$ cat config.mk
export PLATFORM = sky130hd
export DESIGN_NAME = mux_rr_n
export DESIGN_NICKNAME = d
export VERILOG_FILES = /design/src/rtl/mux_rr_n.sv
export SDC_FILE = /design/constraint.sdc
export NUM_CORES = 1
export LEC_CHECK = 0
export ABC_CLOCK_PERIOD_IN_PS = 2300
export CORE_MARGIN = 2
export CORE_UTILIZATION = 45
export CTS_BUF_LIST = sky130_fd_sc_hd__clkbuf_8
export CTS_CLUSTER_SIZE = 30
export DETAILED_ROUTE_END_ITERATION = 8
export DONT_BUFFER_PORTS = 1
export PLACE_DENSITY = 0.7
export SLEW_MARGIN = 20
export SYNTH_ARGS = -nofsm -noshare
export SYNTH_HDL_FRONTEND = slang
export SYNTH_SLANG_ARGS = --single-unit
$ cat constraint.sdc
create_clock -name clk_i -period 2.3 [get_ports clk_i]
set_input_delay 0.46 -clock clk_i [delete_from_list [all_inputs] [get_ports clk_i]]
set_output_delay 0.46 -clock clk_i [all_outputs]
set_load 0.01 [all_outputs]
$ cat src/rtl/mux_rr_n.sv
// N-channel, W-bit registered multiplexer with valid/ready handshaking.
// The winner comes from either an external select or a round-robin arbiter, and is held in a one-entry output register.
module mux_rr_n #(
    parameter int W = 8,
    parameter int N = 4,
    localparam int SELW = (N > 2) ? $clog2(N) : 1
) (
    input  logic            clk_i,
    input  logic            rst_i,
    input  logic            mode_i,
    input  logic [SELW-1:0] sel_i,
    input  logic [N-1:0]    in_valid_i,
    input  logic [N*W-1:0]  in_data_i,
    output logic [N-1:0]    in_ready_o,
    output logic            out_valid_o,
    output logic [W-1:0]    out_data_o,
    output logic [SELW-1:0] out_ch_o,
    input  logic            out_ready_i
);

    logic            out_valid_q, out_valid_d;
    logic [W-1:0]    out_data_q, out_data_d;
    logic [SELW-1:0] out_ch_q, out_ch_d;
    logic [SELW-1:0] ptr_q, ptr_d;

    logic            grant_vld;
    logic [SELW-1:0] grant_idx;
    logic [W-1:0]    grant_data;
    logic [SELW-1:0] ptr_nxt;
    logic            load_en;
    logic            xfer;

    // Round-robin search runs in two passes: ptr..N-1, then 0..ptr-1.
    always_comb begin
        grant_vld  = 1'b0;
        grant_idx  = '0;
        grant_data = '0;
        ptr_nxt    = ptr_q;
        if (!mode_i) begin
            for (int i = 0; i < N; i++) begin
                if (sel_i == SELW'(i) && in_valid_i[i]) begin
                    grant_vld  = 1'b1;
                    grant_idx  = SELW'(i);
                    grant_data = in_data_i[i*W +: W];
                end
            end
        end else begin
            for (int i = 0; i < N; i++) begin
                if (!grant_vld && i >= int'(ptr_q) && in_valid_i[i]) begin
                    grant_vld  = 1'b1;
                    grant_idx  = SELW'(i);
                    grant_data = in_data_i[i*W +: W];
                    ptr_nxt    = (i == N-1) ? '0 : SELW'(i+1);
                end
            end
            for (int i = 0; i < N; i++) begin
                if (!grant_vld && i < int'(ptr_q) && in_valid_i[i]) begin
                    grant_vld  = 1'b1;
                    grant_idx  = SELW'(i);
                    grant_data = in_data_i[i*W +: W];
                    ptr_nxt    = (i == N-1) ? '0 : SELW'(i+1);
                end
            end
        end
    end

    assign load_en = !out_valid_q || out_ready_i;
    assign xfer    = load_en && grant_vld && !rst_i;

    always_comb begin
        in_ready_o = '0;
        for (int i = 0; i < N; i++) begin
            in_ready_o[i] = xfer && (grant_idx == SELW'(i));
        end
    end

    always_comb begin
        out_valid_d = load_en ? grant_vld : out_valid_q;
        out_data_d  = xfer ? grant_data : out_data_q;
        out_ch_d    = xfer ? grant_idx : out_ch_q;
        ptr_d       = (xfer && mode_i) ? ptr_nxt : ptr_q;
    end

    always_ff @(posedge clk_i or posedge rst_i) begin
        if (rst_i) begin
            out_valid_q <= 1'b0;
            out_data_q  <= '0;
            out_ch_q    <= '0;
            ptr_q       <= '0;
        end else begin
            out_valid_q <= out_valid_d;
            out_data_q  <= out_data_d;
            out_ch_q    <= out_ch_d;
            ptr_q       <= ptr_d;
        end
    end

    assign out_valid_o = out_valid_q;
    assign out_data_o  = out_data_q;
    assign out_ch_o    = out_ch_q;

endmodule

==> metrics.yaml <==
status:
  outcome: "finished, final reports clean"
setup_path:
  critical_path.cell_chain: "buf_4, o21ai_0, o211ai_1, a31oi_4, or2_2, nor2_2"
  crit_buf_inv: 1
  crit_cells: 6
  crit_end: "in_ready_o[2]"
  end_kind: "output pin"
  worst_ep_arrival_time_ns: 1.71
  reg2reg_to: "out_data_o[7]"
  crit_type: "register to output pin"
  path_max_fanout: 10
  crit_start: "ptr_q[1]"
  reg2regPathDepth: 6
  rrSetupSlack_ns: 0.38
  crit_path_top_delay_cell: "dfrtp_2"
  cp_top_family: "simple AND/OR/NAND/NOR gates"
  cp.required_ns: 1.84
  r2r-start: "ptr_q[1]"
  slowest_delay_ns: 0.40
  crit_path_start_kind: "register"
clock_network:
  root_buffer: "clkbuf_8"
  cts_htree_levels: 1
  cts_sinks: 13
  clk_latency_ns: 0.24
  cts-hold-fix-buffers: 0
  clk_path_buf_depth: 2
  clk_pin_slew_worst_paths_ns: 0.06
  cts_made_buffers: 3
  cts_tree: "built"
detailed_routing:
  drt_wl_total_microns: 5350
  wire_per_inst_microns: 21.0
  ant_nets: 0
  dr.pass1.iters: 4
  dr_total_vias: 1721
  route.detailed.drc: 0
  dr.first_iter.drc_count: 142
  via_per_inst: 6.75
run:
  maxCapViolCount: 0
placement:
  hpwl_microns: 3940
  dpl_cell_area_sq_mm: 0.00161
  portBuffers: 0
  routabilityCongestion: 0.909
cells_and_area:
  utilization: 0.510
  n_fill_cell: 354
  syn_to_final_growth_pct: 9.49
  design_area_sq_mm: 0.00169
  drive_gt1_frac: 0.163
  nNetsFinal: 252
  num_antenna_cells: 0
yosys:
  synth_top_flop_cell: "dfrtp_1"
  synthesis.nets: 251
  seq_area_frac_synth: 0.211
  netlist-cell-type-count: 44
  async_reset_ff_frac: 1.00
  synth_seq_cells: 13
  syn-cell-area_sq_mm: 0.00154
  synth_edf_count: 0
  yosysWarnings: 0
  post_synth.cell_area_avg_sq_um: 7.38
  syn_inst: 209
timing:
  drv_slew: 0
  worst_clock_skew_ns: 0.00277
  worst_pin_slew_ns: 0.937
  finalSetupViolations: 0
  fin_crit_ns: 2.17
  hold_viol_final: 0
  relSlewSlack: 0.369
  period_share: 0.944
  fin_setup_tns_ns: 0
  fmax_ghz: 0.461
floorplan:
  ioPinCount: 57
  dieArea_sq_mm: 0.00391
  rows: 21
  dieWidth_microns: 62.6
  die_h_microns: 62.6
  core_sq_mm: 0.00331
  start_util: 0.466
global_routing:
  antenna_found_initial: 0
  grt.total_usage: 0.275
  grt_pass1_wl_microns: 8680
  grt_max_degree: 25
  grt_pass1_vias: 1732
  gr-total-overflow: 0
power_and_ir_drop:
  p_leak_nw: 0.635
  fin_total_pwr_mw: 1.05
  p_per_area_mw_per_mm2: 622
  irDropWorstVdd_uv: 503
min_path:
  hold_path.class: "input port to async pin"
## sequential cells by signal, indices dropped and copies added, names as in the netlist
signal,flops
out_data_o,8
out_ch_o,2
out_valid_o,1
ptr_q,2
## synth_stat cells (all sizes together) (3+ instances only)
master | instances | area, sq um
a211oi | 9 | 72.6
a21oi | 23 | 115
a221oi | 11 | 103
a22o | 14 | 123
a22oi | 7 | 52.6
and3 | 3 | 23.8
buf | 10 | 58.8
clkbuf | 7 | 26.3
dfrtp | 13 | 325
inv | 6 | 22.5
nand2 | 22 | 82.6
nand2b | 5 | 31.3
nand3 | 10 | 50.1
nor2 | 16 | 62.6
nor2b | 3 | 18.8
nor3 | 4 | 20.0
o21ai | 13 | 65.1
o221ai | 6 | 52.6
o22ai | 7 | 43.8
## stage by stage
stage                     instances  hold slack [ns]  worst slack (ns)
after floorplan                 209            0.345            0.0300
after global placement          251            0.390             0.313
after detailed placement        251            0.391             0.287
after CTS                       255            0.130            0.0227
after global routing            255            0.147          -0.00802
final                           255            0.130             0.129
## layout make-up
| class | count | area (sq um) | area share |
|---|---|---|---|
| Sequential cell | 13 | 327 | 0.193 |
| Inverter | 6 | 22.5 | 0.0133 |
| Clock buffer | 3 | 41.3 | 0.0244 |
| Timing Repair Buffer | 13 | 97.6 | 0.0578 |
| Multi-Input combinational cell | 173 | 1140 | 0.675 |
| Clock inverter | 1 | 3.75 | 0.00222 |
| Tap cell | 46 | 57.6 | 0.0341 |
## worst min-delay path by stage
stage	end	depth (start not counted)	from	slack, ns
after floorplan	out_ch_o[0]	1	rst_i	0.35
after global placement	out_data_o[4]	2	rst_i	0.39
after detailed placement	out_data_o[4]	2	rst_i	0.39
after CTS	out_data_o[4]	2	rst_i	0.13
after global routing	out_data_o[4]	2	rst_i	0.15
final	out_data_o[3]	2	rst_i	0.13
## where the power goes
part	internal (mW)	leakage (nW)	switching [mW]	total [mW]
Sequential	0.288	0.158	0.0709	0.359
Clock	0.118	0.0269	0.0850	0.203
Combinational	0.224	0.450	0.265	0.489
## cells in the final DEF (no fill, tap or decap), drive strengths merged, types with 6 or more instances in the layout
cell and n:
inv 7, a22oi 7, o21ai 13, dfrtp 13, o22ai 7, nor2 16
a21oi 23, buf 13, a221oi 11, nand3 10, a22o 14, a211oi 9
nand2 22, o221ai 6
## layer usage
layer / part of all wire / GRT usage / wire (microns)
met5: 0 / 0 / 0
met4: 0.026 / 0.100 / 137
met2: 0.47 / 0.442 / 2530
met1: 0.39 / 0.351 / 2100
met3: 0.11 / 0.0775 / 581
## what timing repair did
item	CTS	global route
setup endpoints to repair	0	4
resized for setup	0	8
setup buffers	0	0
## worst reg2reg max path: cells and delay by family (launching register included)
family,cells,cell delay (ns)
compound gates,5,1.19
flops,1,0.43
simple gates,1,0.19
## kinds of logic (layout without fill, tap and decap cells)
logic type,after synthesis,in the layout,share of synthesized area
AOI/OAI and AO/OA,101,101,0.476
and+or+nand+nor,70,70,0.222
buffers and inverters,23,23,0.0698
DFF,13,13,0.211
muxes,2,2,0.0211
(Power assumes the default switching activity.)
